===== src/rtl/morra_match_driver.sv =====
`default_nettype none
// ============================================================================
// Module   : morra_match_driver
// Brief    : Two-player initiator for the MorraCinese game FSMD; opens a
//            match, drives LFSR move pairs, tallies rounds, reports result.
// Revision : 1.0
// ============================================================================
module morra_match_driver #(
    parameter logic [15:0] SEED       = 16'hACE1,
    parameter bit          INVALID_EN = 1'b1,
    parameter bit          RULE_EN    = 1'b1,
    parameter int          MAX_ROUNDS = 31
) (
    input  logic       clk,
    input  logic       rst,
    input  logic       start,
    input  logic [3:0] max_code,
    input  logic [1:0] MANCHE,
    input  logic [1:0] PARTITA,
    output logic [1:0] PRIMO,
    output logic [1:0] SECONDO,
    output logic       INIZIA,
    output logic       busy,
    output logic       done,
    output logic       timeout,
    output logic [1:0] match_result,
    output logic [4:0] wins1,
    output logic [4:0] wins2,
    output logic [4:0] draws,
    output logic [4:0] invalid
);

    localparam logic [4:0]  C_LAST_ROUND = 5'(MAX_ROUNDS - 1);
    localparam logic [4:0]  C_SAT        = 5'd31;
    localparam logic [15:0] C_TAPS       = 16'hB400;

    typedef enum logic [1:0] {
        S_IDLE  = 2'd0,
        S_START = 2'd1,
        S_PLAY  = 2'd2,
        S_DONE  = 2'd3
    } state_t;

    state_t      r_state;
    logic [15:0] r_lfsr;
    logic [1:0]  r_forb1, r_forb2;
    logic [4:0]  r_round;
    logic [4:0]  r_wins1, r_wins2, r_draws, r_invalid;
    logic [1:0]  r_result;
    logic        r_timeout, r_done, r_inizia, r_busy;

    logic [15:0] w_lfsr_nxt;
    logic [1:0]  w_mv1, w_mv2;

    // Optional 00->01 remap, then bump a repeated winning move to the next valid one.
    function automatic logic [1:0] f_move(input logic [1:0] raw, input logic [1:0] forb);
        logic [1:0] m;
        m = raw;
        if (!INVALID_EN && m == 2'b00) m = 2'b01;
        if (RULE_EN && m != 2'b00 && m == forb) m = (m == 2'b11) ? 2'b01 : m + 2'b01;
        return m;
    endfunction

    assign w_lfsr_nxt = r_lfsr[0] ? ({1'b0, r_lfsr[15:1]} ^ C_TAPS) : {1'b0, r_lfsr[15:1]};
    assign w_mv1      = f_move(r_lfsr[1:0], r_forb1);
    assign w_mv2      = f_move(r_lfsr[3:2], r_forb2);

    always_comb begin
        PRIMO   = 2'b00;
        SECONDO = 2'b00;
        if (r_state == S_START) begin
            PRIMO   = max_code[3:2];
            SECONDO = max_code[1:0];
        end else if (r_state == S_PLAY) begin
            PRIMO   = w_mv1;
            SECONDO = w_mv2;
        end
    end

    always_ff @(posedge clk) begin
        if (rst) begin
            r_state   <= S_IDLE;
            r_lfsr    <= SEED;
            r_forb1   <= 2'b00;
            r_forb2   <= 2'b00;
            r_round   <= 5'd0;
            r_wins1   <= 5'd0;
            r_wins2   <= 5'd0;
            r_draws   <= 5'd0;
            r_invalid <= 5'd0;
            r_result  <= 2'b00;
            r_timeout <= 1'b0;
            r_done    <= 1'b0;
            r_inizia  <= 1'b0;
            r_busy    <= 1'b0;
        end else begin
            r_done <= 1'b0;
            case (r_state)
                S_IDLE: begin
                    if (start) begin
                        r_state   <= S_START;
                        r_inizia  <= 1'b1;
                        r_busy    <= 1'b1;
                        r_round   <= 5'd0;
                        r_wins1   <= 5'd0;
                        r_wins2   <= 5'd0;
                        r_draws   <= 5'd0;
                        r_invalid <= 5'd0;
                        r_result  <= 2'b00;
                        r_timeout <= 1'b0;
                    end
                end
                S_START: begin
                    r_inizia <= 1'b0;
                    r_state  <= S_PLAY;
                end
                S_PLAY: begin
                    r_lfsr  <= w_lfsr_nxt;
                    r_round <= r_round + 5'd1;
                    case (MANCHE)
                        2'b01: begin
                            if (r_wins1 != C_SAT) r_wins1 <= r_wins1 + 5'd1;
                            r_forb1 <= w_mv1;
                            r_forb2 <= 2'b00;
                        end
                        2'b10: begin
                            if (r_wins2 != C_SAT) r_wins2 <= r_wins2 + 5'd1;
                            r_forb2 <= w_mv2;
                            r_forb1 <= 2'b00;
                        end
                        2'b11: begin
                            if (r_draws != C_SAT) r_draws <= r_draws + 5'd1;
                            r_forb1 <= 2'b00;
                            r_forb2 <= 2'b00;
                        end
                        default: begin
                            if (r_invalid != C_SAT) r_invalid <= r_invalid + 5'd1;
                        end
                    endcase
                    // A decided match wins over the round limit on the same cycle.
                    if (PARTITA != 2'b00) begin
                        r_result <= PARTITA;
                        r_state  <= S_DONE;
                        r_busy   <= 1'b0;
                        r_done   <= 1'b1;
                    end else if (r_round == C_LAST_ROUND) begin
                        r_timeout <= 1'b1;
                        r_result  <= 2'b00;
                        r_state   <= S_DONE;
                        r_busy    <= 1'b0;
                        r_done    <= 1'b1;
                    end
                end
                S_DONE: begin
                    r_state <= S_IDLE;
                end
                default: begin
                    r_state <= S_IDLE;
                end
            endcase
        end
    end

    assign INIZIA       = r_inizia;
    assign busy         = r_busy;
    assign done         = r_done;
    assign timeout      = r_timeout;
    assign match_result = r_result;
    assign wins1        = r_wins1;
    assign wins2        = r_wins2;
    assign draws        = r_draws;
    assign invalid      = r_invalid;

endmodule
`default_nettype wire

===== config.mk =====
export PLATFORM = sky130hd
export DESIGN_NAME = morra_match_driver
export DESIGN_NICKNAME = d
export VERILOG_FILES = /design/src/rtl/morra_match_driver.sv
export SDC_FILE = /design/constraint.sdc
export NUM_CORES = 1
export LEC_CHECK = 0
export ABC_AREA = 1
export CAP_MARGIN = 20
export CORE_ASPECT_RATIO = 0.75
export CORE_MARGIN = 2
export CORE_UTILIZATION = 57
export DETAILED_ROUTE_END_ITERATION = 16
export PLACE_DENSITY = 0.88
export SKIP_LAST_GASP = 1
export SYNTH_ARGS = -nofsm -noshare
export SYNTH_HDL_FRONTEND = slang
export SYNTH_SLANG_ARGS = --single-unit

===== constraint.sdc =====
create_clock -name clk -period 3.4 [get_ports clk]
set_input_delay 0.34 -clock clk [delete_from_list [all_inputs] [get_ports clk]]
set_output_delay 0.34 -clock clk [all_outputs]
set_load 0.1 [all_outputs]

Word level (Yosys, flattened, before mapping):

Index checks and enable logic that the tools add are counted.

* register bits after elaboration: 53
* input port bits: 11
* word-level logic and storage cells: 119
* output and inout bits: 30

* reduce and logical (&&, ||, !) cells: 25
* eq/ne operators: 27
* bitwise operators: 2
* multiplexer cells: 44
* add/sub/neg operators: 7

Operators by type and width (count)
* case mux 5 bit (2 select lines): 5
* 2-to-1 mux 5 bit: 9
* 2-to-1 mux 2 bit: 14
* adder 5 x 1 -> 5 bit (second input constant): 5
* != test 5 bit (second input constant): 4
* AND reduction 4 bit: 5
* 2-to-1 mux 16 bit: 1
* != test 2 x 1 -> 1 bit (second input constant): 8
* nonzero test 2 bit: 7
* equality test 2 bit (second input constant): 6
* case mux 2 bit (2 select lines): 3
* AND reduction 2 bit: 5
* 2-to-1 mux 1 bit: 8
* case mux 2 bit (4 select lines): 1
* != test 2 bit (second input constant): 3
* case mux 1 bit (2 select lines): 3
* OR reduction 2 bit: 3
* equality test 5 bit (second input constant): 1
* adder 2 x 1 -> 2 bit (second input constant): 2
* equality test 2 x 1 -> 1 bit (second input constant): 2
* equality test 2 bit: 2
* inverter 3 -> 4 bit: 1
* != test 3 x 1 -> 1 bit (second input constant): 1
* AND reduction 3 bit: 1
* 4 further kinds: 5

Depth between registers and ports, before layout:

Gate-level depths: netlist (run 1).

* depth in word-level cells: 5
* mapped depth: 11
* gate-level depth less buffers: 11

Worst setup path after synthesis (run 1):

Ideal clock, no wire load.

* path kind: register to output
* from: reg r_state[0]
* to: out PRIMO[1]
* arrival: 3.146 ns
* setup slack: -0.086 ns
* cell stages (with the launch flop): 7
* required time: 3.060 ns
* path buffers: 2
* cell sequence: dfxtp_1 inv_1 ha_1 buf_6 buf_2 nand3_1 o21ai_0

* longest elaborated chain between the ends: 3
* elaborated cells on any way between the ends: 4
* those cells by class: eq/ne: 2; mux: 2

Ends and longest elaborated chain
* from (decl): RTL line 44 `state_t r_state;`
* from (signal assigned): RTL line 82 `r_state <= S_IDLE;`
* from (signal assigned): RTL line 101 `r_state <= S_START;`
* from (signal assigned): RTL line 115 `r_state <= S_PLAY;`
* equality test 2 bit: RTL line 74 `end else if (r_state == S_PLAY) begin`
* 2-to-1 mux 2 bit: RTL line 74
* 2-to-1 mux 2 bit *: RTL line 71 `if (r_state == S_START) begin`
* to (decl): RTL line 20 `output logic [1:0] PRIMO,`

Every way passes the cells marked *; elsewhere a longest branch is shown, timed or not.

Final worst setup path (run 1):

Ends and elaborated chain as after synthesis.

==> tab_implementation.tex, run 1 <==
\begin{tabular}{lr}
\hline
Metric & Value \\
\hline
\multicolumn{2}{l}{\textbf{Detailed routing}} \\
Residual DRC & 0 \\
Initial DRT Pass Iterations & 4 \\
ANT nets after route & 0 \\
Violation count after the first detailed-routing iteration & 134 \\
Vias per inst & 5.33 \\
WL/cell & 12.7 um \\
Vias after detailed routing & 2431 \\
Aggregate routed wire length & 5.77 mm \\
\multicolumn{2}{l}{\textbf{Logic synthesis}} \\
Area leader, netlist & sky130\_fd\_sc\_hd\_\_dfxtp\_1 \\
Netlist area before placement & 2600 um2 \\
Prevailing post-synth register cell & sky130\_fd\_sc\_hd\_\_dfxtp\_1 \\
Cell types with the largest area share after synthesis & sky130\_fd\_sc\_hd\_\_dfxtp\_1, sky130\_fd\_sc\_hd\_\_nand2\_1, sky130\_fd\_sc\_hd\_\_a21oi\_1 \\
Synth cell types & 33 \\
Gate Count Post-Synth & 359 \\
Fraction of post-synthesis cell area in the top cell type by area & 0.407 \\
Count of state elements after synthesis & 53 \\
Count of flip-flops with a built-in enable after synthesis & 0 \\
Proportion of synthesized flip-flops having asynchronous set or reset & 0 \\
Post-Synthesis Net Count & 385 \\
Yosys warning total & 0 \\
Post-synthesis sequential area ratio & 0.407 \\
Synth Area per Inst & 7.25 um2 \\
\multicolumn{2}{l}{\textbf{Clock tree}} \\
Later-pin clock latency in the skew report & 310 ps \\
Post-CTS setup buffers & 0 \\
Clock-pin slew of the registers on the worst-case setup and hold paths & 100 ps \\
Resized Gates After CTS & 0 \\
Hold-fix buffers at CTS & 0 \\
Worst-case clock buffer depth & 2 \\
Clock buffer count from CTS & 5 \\
CTS H-tree lvls & 2 \\
CTS Root Buffer Type & sky130\_fd\_sc\_hd\_\_clkbuf\_8 \\
Clock net sink count & 53 \\
TritonCTS clock tree & yes \\
\multicolumn{2}{l}{\textbf{STA}} \\
Number of setup violations in the final report & 0 \\
Minimum clock period after layout & 2380 ps \\
Post-route setup TNS & 0 ps \\
Maximum clock skew at final layout & 8.62 ps \\
Slew margin rel. & 0.341 \\
Max-slew violation total from the final report & 0 \\
Highest Clock Rate & 421 MHz \\
Slew @ Worst Pin & 985 ps \\
Unrepaired setup endpoints after global routing & false \\
Post-route fraction of the period consumed by the critical path & 0.699 \\
Final Worst Setup Slack & 1020 ps \\
Hold violation count in the final report & 0 \\
\multicolumn{2}{l}{\textbf{Placement}} \\
Post-placement worst setup slack & 1200 ps \\
Placer Congestion & 0.835 \\
Port-buffer cells & 40 \\
Placed wire-length estimate & 4.20 mm \\
\multicolumn{2}{l}{\textbf{Floorplanning}} \\
Vertical extent of the die & 62.5 um \\
Core Rows & 21 \\
Starting density of the core & 0.586 \\
Horizontal extent of the die & 82.0 um \\
Die outline area & 5130 um2 \\
I/O pin cnt & 41 \\
Placeable Area & 4440 um2 \\
\multicolumn{2}{l}{\textbf{Power and ir drop}} \\
Combinational power share & 0.548 \\
Worst IR drop on VDD & 0.000687 V \\
Switching pwr & 1430 uW \\
Cell-internal power & 1330 uW \\
Static Leakage & 0.00135 uW \\
Ratio of total power to cell area & 883 nW/um2 \\
Seq pwr share & 0.313 \\
Proportion of power drawn by the clock network & 0.140 \\
Switching power as a share of total power & 0.518 \\
\multicolumn{2}{l}{\textbf{Setup path}} \\
Crit path kind & reg2out \\
Type of destination of the critical path & output port \\
Startpoint of the lowest-slack register-to-register path & r\_state[0] \\
Delay contributed by the slowest stage of the critical path & 670 ps \\
Slowest library cell on the worst path & sky130\_fd\_sc\_hd\_\_ha\_1 \\
Biggest fanout along the worst timing path & 17 \\
Worst setup startpoint & r\_state[0] \\
Register-to-register setup slack & 1140 ps \\
Worst path cell trace & inv\_1 > ha\_1 > nand3\_1 > o21ai\_1 > buf\_4 \\
Endpoint of the worst register-to-register path & wins1[0] \\
CP Data Required Time & 3060 ps \\
Data arrival at the endpoint of the critical path & 2040 ps \\
Cell count of the worst reg-to-reg path & 7 \\
Type of origin of the critical path & flop \\
\multicolumn{2}{l}{\textbf{Hold path}} \\
Worst hold path cell count & 2 \\
HP Start & r\_lfsr[7] \\
Min-delay worst type & reg2reg \\
Endpoint with the worst hold slack & r\_lfsr[7] \\
\multicolumn{2}{l}{\textbf{Global route}} \\
Global-route usage over all layers & 0.251 \\
Initial antenna violation count & 0 \\
Wire length of the first global-routing pass & 10.1 mm \\
Via count of the first global-routing pass & 2288 \\
Sum of overflow across all layers after global routing & 0 \\
Maximum number of pins on one net before global-route repair & 21 \\
\multicolumn{2}{l}{\textbf{Layout}} \\
Top library cells by usage in the layout, fill and taps aside & sky130\_fd\_sc\_hd\_\_nand2\_1, sky130\_fd\_sc\_hd\_\_dfxtp\_1, sky130\_fd\_sc\_hd\_\_a21oi\_1 \\
Antenna Cells & 0 \\
Layout Area Growth over Synthesis & 19.8\% \\
Number of nets in the layout & 424 \\
Commonest non-fill, non-tap cell in the layout & sky130\_fd\_sc\_hd\_\_nand2\_1 \\
Fraction of layout cells with a size suffix above 1 & 0.0777 \\
\multicolumn{2}{l}{\textbf{Run status}} \\
Result of the run & finished clean \\
\multicolumn{2}{l}{\textbf{Run}} \\
Max-cap violation count & 0 \\
\hline
\end{tabular}
worst max-delay path by stage:
| stage | slack (ps) | to | depth (start not counted) |
|---|---|---|---|
| 2_1_floorplan | 670 | PRIMO[1] | 6 |
| 3_3_place_gp | 1260 | draws[2] | 8 |
| 3_5_place_dp | 1200 | draws[2] | 8 |
| 4_1_cts | 1020 | PRIMO[1] | 5 |
| 5_1_grt | 840 | SECONDO[1] | 5 |
| 6_report | 1020 | PRIMO[1] | 5 |
critical path, delay by kind of cell, from the launching register on:
family          cells  cell delay (ps)
compound gates      1              150
flops               1              340
buf+inv             2              380
fa+ha+maj           1              670
simple gates        1              190
through the flow:
stage	area [um2]	util	std cells	power, uW	hold WS (ps)
finish	3120	0.703	456	2760	462
global route	3120	0.703	456	2950	500
CTS	3120	0.703	456	2760	465
detailed placement	3020	0.680	448	2370	443
global placement	3020	0.680	448	2340	442
floorplan	2600	-	359	2080	429
Yosys cell counts, drive strengths merged (2+ instances only):
| cell type | number |
|---|---|
| a21oi | 40 |
| o21ai | 29 |
| nor2 | 37 |
| nor3 | 2 |
| nand4 | 5 |
| nand2 | 93 |
| inv | 41 |
| ha | 15 |
| nand3 | 26 |
| dfxtp | 53 |
| buf | 9 |
logic make-up after synthesis:
group                      count (synthesis)  share of synthesized area
AOI/OAI and AO/OA                         73                      0.154
xor gates and xnor gates                   1                    0.00336
adders and majority gates                 15                     0.0721
buffers and inverters                     52                     0.0860
DFF                                       53                      0.407
and+or+nand+nor                          165                      0.277
power groups by stage:
| stage | logic (uW) | registers (uW) | clock network, uW |
|---|---|---|---|
| final | 1510 | 861 | 385 |
| after floorplan | 890 | 1190 | 0 |
| after global placement | 1470 | 868 | 0 |
| after global routing | 1650 | 881 | 417 |
| after CTS | 1510 | 859 | 390 |
| after detailed placement | 1500 | 872 | 0 |
layout make-up:
type | instances | area, um2
timing repair buffer | 42 | 405
sequential | 53 | 1060
multi-input combinational | 254 | 1320
inverter | 42 | 163
clock inverter | 1 | 5.00
fill | 383 | 1320
clock buffer | 7 | 96.3
tap | 57 | 71.3
sequential cells by signal (all words and copies together), names as in the netlist:
register,flops
r_state,2
match_result,2
invalid,5
r_forb2,2
wins2,5
INIZIA,1
r_forb1,2
done,1
wins1,5
timeout,1
draws,5
r_lfsr,16
r_round,5
busy,1
per-layer routing:
metal / routed length, um / global-route usage / vias up
met1: 2850 / 0.341 / 1116
met3: 267 / 0.0520 / 11
met5: 0 / 0 / -
li1: - / - / 1242
met2: 2550 / 0.391 / 62
met4: 106 / 0.0917 / 0
(Power assumes the default switching activity.)
==> run 2: changes to the inputs <==
--- a/config.mk
+++ b/config.mk
@@ -9,9 +9,9 @@
 export CAP_MARGIN = 20
 export CORE_ASPECT_RATIO = 0.75
 export CORE_MARGIN = 2
-export CORE_UTILIZATION = 57
+export CORE_UTILIZATION = 53
 export DETAILED_ROUTE_END_ITERATION = 16
-export PLACE_DENSITY = 0.88
+export PLACE_DENSITY = 0.83
 export SKIP_LAST_GASP = 1
 export SYNTH_ARGS = -nofsm -noshare
 export SYNTH_HDL_FRONTEND = slang
==> constraint.sdc (replaced) <==
create_clock -name clk -period 2.49 [get_ports clk]
set_input_delay 0.249 -clock clk [delete_from_list [all_inputs] [get_ports clk]]
set_output_delay 0.249 -clock clk [all_outputs]
set_load 0.1 [all_outputs]
==> tab_implementation.tex, run 2 (same netlist as run 1, synthesis figures left out) <==
\begin{tabular}{lr}
\hline
Metric & Value \\
\hline
\multicolumn{2}{l}{\textbf{Setup path}} \\
Kind of cell adding the most delay to the critical path & flip-flops \\
Biggest fanout along the worst timing path & 8 (-9) \\
Number of buffers and inverters on the critical path & 3 (+1) \\
Crit path kind & reg2out \\
Most repeated library cell on the critical path & sky130\_fd\_sc\_hd\_\_inv\_1 \\
Register-to-register setup slack & 420 ps (-720 ps) \\
Slowest library cell on the worst path & sky130\_fd\_sc\_hd\_\_dfxtp\_1 \\
Worst path cell trace & inv\_1 > ha\_1 > inv\_1 > nand4\_1 > nand3\_1 > o21ai\_2 > buf\_12 \\
Type of destination of the critical path & output port \\
CP Data Required Time & 2240 ps (-820 ps) \\
Delay contributed by the slowest stage of the critical path & 480 ps (-190 ps) \\
Type of origin of the critical path & flop \\
Data arrival at the endpoint of the critical path & 1870 ps (-170 ps) \\
\multicolumn{2}{l}{\textbf{Detailed routing}} \\
ANT nets after route & 0 (unchanged) \\
Residual DRC & 0 (unchanged) \\
Aggregate routed wire length & 5.79 mm (+0.36\%) \\
Vias per inst & 5.20 (-2.4\%) \\
Violation count after the first detailed-routing iteration & 203 (+51\%) \\
Initial DRT Pass Iterations & 5 (+1) \\
Vias after detailed routing & 2399 (-1.3\%) \\
WL/cell & 12.6 um (-0.72\%) \\
\multicolumn{2}{l}{\textbf{STA}} \\
Max-slew violation total from the final report & 0 (unchanged) \\
Post-route fraction of the period consumed by the critical path & 0.853 \\
Unrepaired setup endpoints after global routing & false \\
Number of setup violations in the final report & 0 (unchanged) \\
Slew margin rel. & 0.613 (+0.272) \\
Highest Clock Rate & 471 MHz \\
Slew @ Worst Pin & 580 ps (-405 ps) \\
Maximum clock skew at final layout & 4.76 ps (-3.86 ps) \\
Post-route setup TNS & 0 ps (unchanged) \\
Minimum clock period after layout & 2120 ps \\
Hold violation count in the final report & 0 (unchanged) \\
\multicolumn{2}{l}{\textbf{Layout}} \\
Largest Register & r\_lfsr \\
Top library cells by usage in the layout, fill and taps aside & sky130\_fd\_sc\_hd\_\_nand2\_1, sky130\_fd\_sc\_hd\_\_dfxtp\_1, sky130\_fd\_sc\_hd\_\_a21oi\_1 \\
Antenna Cells & 0 (unchanged) \\
Commonest non-fill, non-tap cell in the layout & sky130\_fd\_sc\_hd\_\_nand2\_1 \\
Post-layout utilization of the core & 0.648 (-0.0547) \\
Layout Area Growth over Synthesis & 19.9\% (about the same) \\
Non-filler instance count after layout & 461 (+1.1\%) \\
Max FFs per register & 16 (unchanged) \\
Filler Cell Count & 421 (+9.9\%) \\
Fraction of layout cells with a size suffix above 1 & 0.152 (+0.0744) \\
Number of nets in the layout & 426 (+0.47\%) \\
\multicolumn{2}{l}{\textbf{Power and ir drop}} \\
Seq pwr share & 0.307 (-0.006) \\
Proportion of power drawn by the clock network & 0.129 (-0.011) \\
Cell-internal power & 1830 uW (+38\%) \\
Worst IR drop on VDD & 0.000863 V (+26\%) \\
Final Total Pwr & 3830 uW (+39\%) \\
Combinational power share & 0.564 (+0.016) \\
Static Leakage & 0.00142 uW (+5.2\%) \\
Ratio of total power to cell area & 1230 nW/um2 (+39\%) \\
Switching power as a share of total power & 0.522 (+0.00439) \\
Switching pwr & 2000 uW (+40\%) \\
\multicolumn{2}{l}{\textbf{Clock tree}} \\
Clock net sink count & 53 (unchanged) \\
Later-pin clock latency in the skew report & 310 ps (about the same) \\
Hold-fix buffers at CTS & 0 (unchanged) \\
Worst-case clock buffer depth & 2 (unchanged) \\
TritonCTS clock tree & yes \\
Clock-pin slew of the registers on the worst-case setup and hold paths & 100 ps (about the same) \\
Clock buffer count from CTS & 5 (unchanged) \\
CTS H-tree lvls & 2 (unchanged) \\
Post-CTS setup buffers & 0 (unchanged) \\
CTS Root Buffer Type & sky130\_fd\_sc\_hd\_\_clkbuf\_8 \\
Resized Gates After CTS & 0 (unchanged) \\
\multicolumn{2}{l}{\textbf{Run}} \\
Max-cap violation count & 0 (unchanged) \\
\multicolumn{2}{l}{\textbf{Placement}} \\
Placed wire-length estimate & 4.17 mm (-0.77\%) \\
Post-placement cell count & 453 (+1.1\%) \\
Placer Congestion & 0.855 (+2.4\%) \\
Port-buffer cells & 40 (unchanged) \\
\multicolumn{2}{l}{\textbf{Global route}} \\
Maximum number of pins on one net before global-route repair & 21 (unchanged) \\
Initial antenna violation count & 0 (unchanged) \\
Global-route usage over all layers & 0.225 (-0.0258) \\
Via count of the first global-routing pass & 2207 (-3.5\%) \\
Sum of overflow across all layers after global routing & 0 (unchanged) \\
Wire length of the first global-routing pass & 9.87 mm (-2.1\%) \\
\multicolumn{2}{l}{\textbf{Floorplanning}} \\
Placeable Area & 4820 um2 (+8.5\%) \\
Vertical extent of the die & 64.7 um (+3.5\%) \\
Core Rows & 22 (+4.8\%) \\
I/O pin cnt & 41 (unchanged) \\
Die outline area & 5500 um2 (+7.1\%) \\
Starting density of the core & 0.541 (-0.0458) \\
Horizontal extent of the die & 84.9 um (+3.5\%) \\
\multicolumn{2}{l}{\textbf{Hold path}} \\
Min-delay worst type & reg2reg \\
\multicolumn{2}{l}{\textbf{Run status}} \\
Result of the run & finished clean \\
\hline
\end{tabular}
==> run 2: cell types whose count changed in the layout (fill, tap and decap cells not counted) <==
| cell | previous run | this run |
|---|---|---|
| sky130_fd_sc_hd__clkinv_4 | 0 | 2 |
| sky130_fd_sc_hd__clkdlybuf4s50_1 | 36 | 10 |
| sky130_fd_sc_hd__o21ai_2 | 1 | 3 |
| sky130_fd_sc_hd__o21ai_1 | 10 | 8 |
| sky130_fd_sc_hd__buf_12 | 0 | 4 |
| sky130_fd_sc_hd__buf_4 | 6 | 30 |
| sky130_fd_sc_hd__clkbuf_8 | 7 | 5 |
==> run 2: tightest hold or removal path: cells and delay by family, from the launching register on <==
kind          cells  cell delay, ps
flops             1             340
simple gates      2             100
==> run 2: final timing paths <==
check / endpoint / start / cells after the start
hold / removal: r_lfsr[7] / r_lfsr[7] / 2
setup / recovery: PRIMO[1] / r_lfsr[0] / 7
hold reg to reg: r_lfsr[7] / r_lfsr[7] / 2
setup reg to reg: draws[2] / r_state[0] / 8
==> run 2: layout make-up <==
class / count / area (um2) / share of cell area
clock buffer: 5 / 68.8 / 0.0220
tap: 60 / 75.1 / 0.0240
multi-input combinational: 254 / 1330 / 0.425
inverter: 42 / 163 / 0.0521
sequential: 53 / 1060 / 0.340
clock inverter: 3 / 22.5 / 0.00721
timing repair buffer: 44 / 405 / 0.130
==> run 2: power by group through the flow <==
stage	sequential, uW	combinational [uW]	clock [uW]
3_5_place_dp	1200	2140	0
4_1_cts	1180	2160	503
2_1_floorplan	1620	1220	0
5_1_grt	1200	2350	544
3_3_place_gp	1190	2100	0
6_report	1180	2160	495
==> run 2: layer usage <==
layer,up-vias,track usage,part of all wire
met4,0,0.0754,0.011
met3,7,0.0433,0.061
li1,1251,-,-
met5,-,0,0
met2,69,0.361,0.45
met1,1072,0.306,0.48
==> run 2: per-stage QoR <==
stage,hold WS (ps),instance area (um2),worst slack (ps)
final,464,3120,367
after global placement,439,3030,591
after CTS,468,3120,363
after global routing,486,3120,205
after floorplan,388,2610,301
after detailed placement,443,3030,488
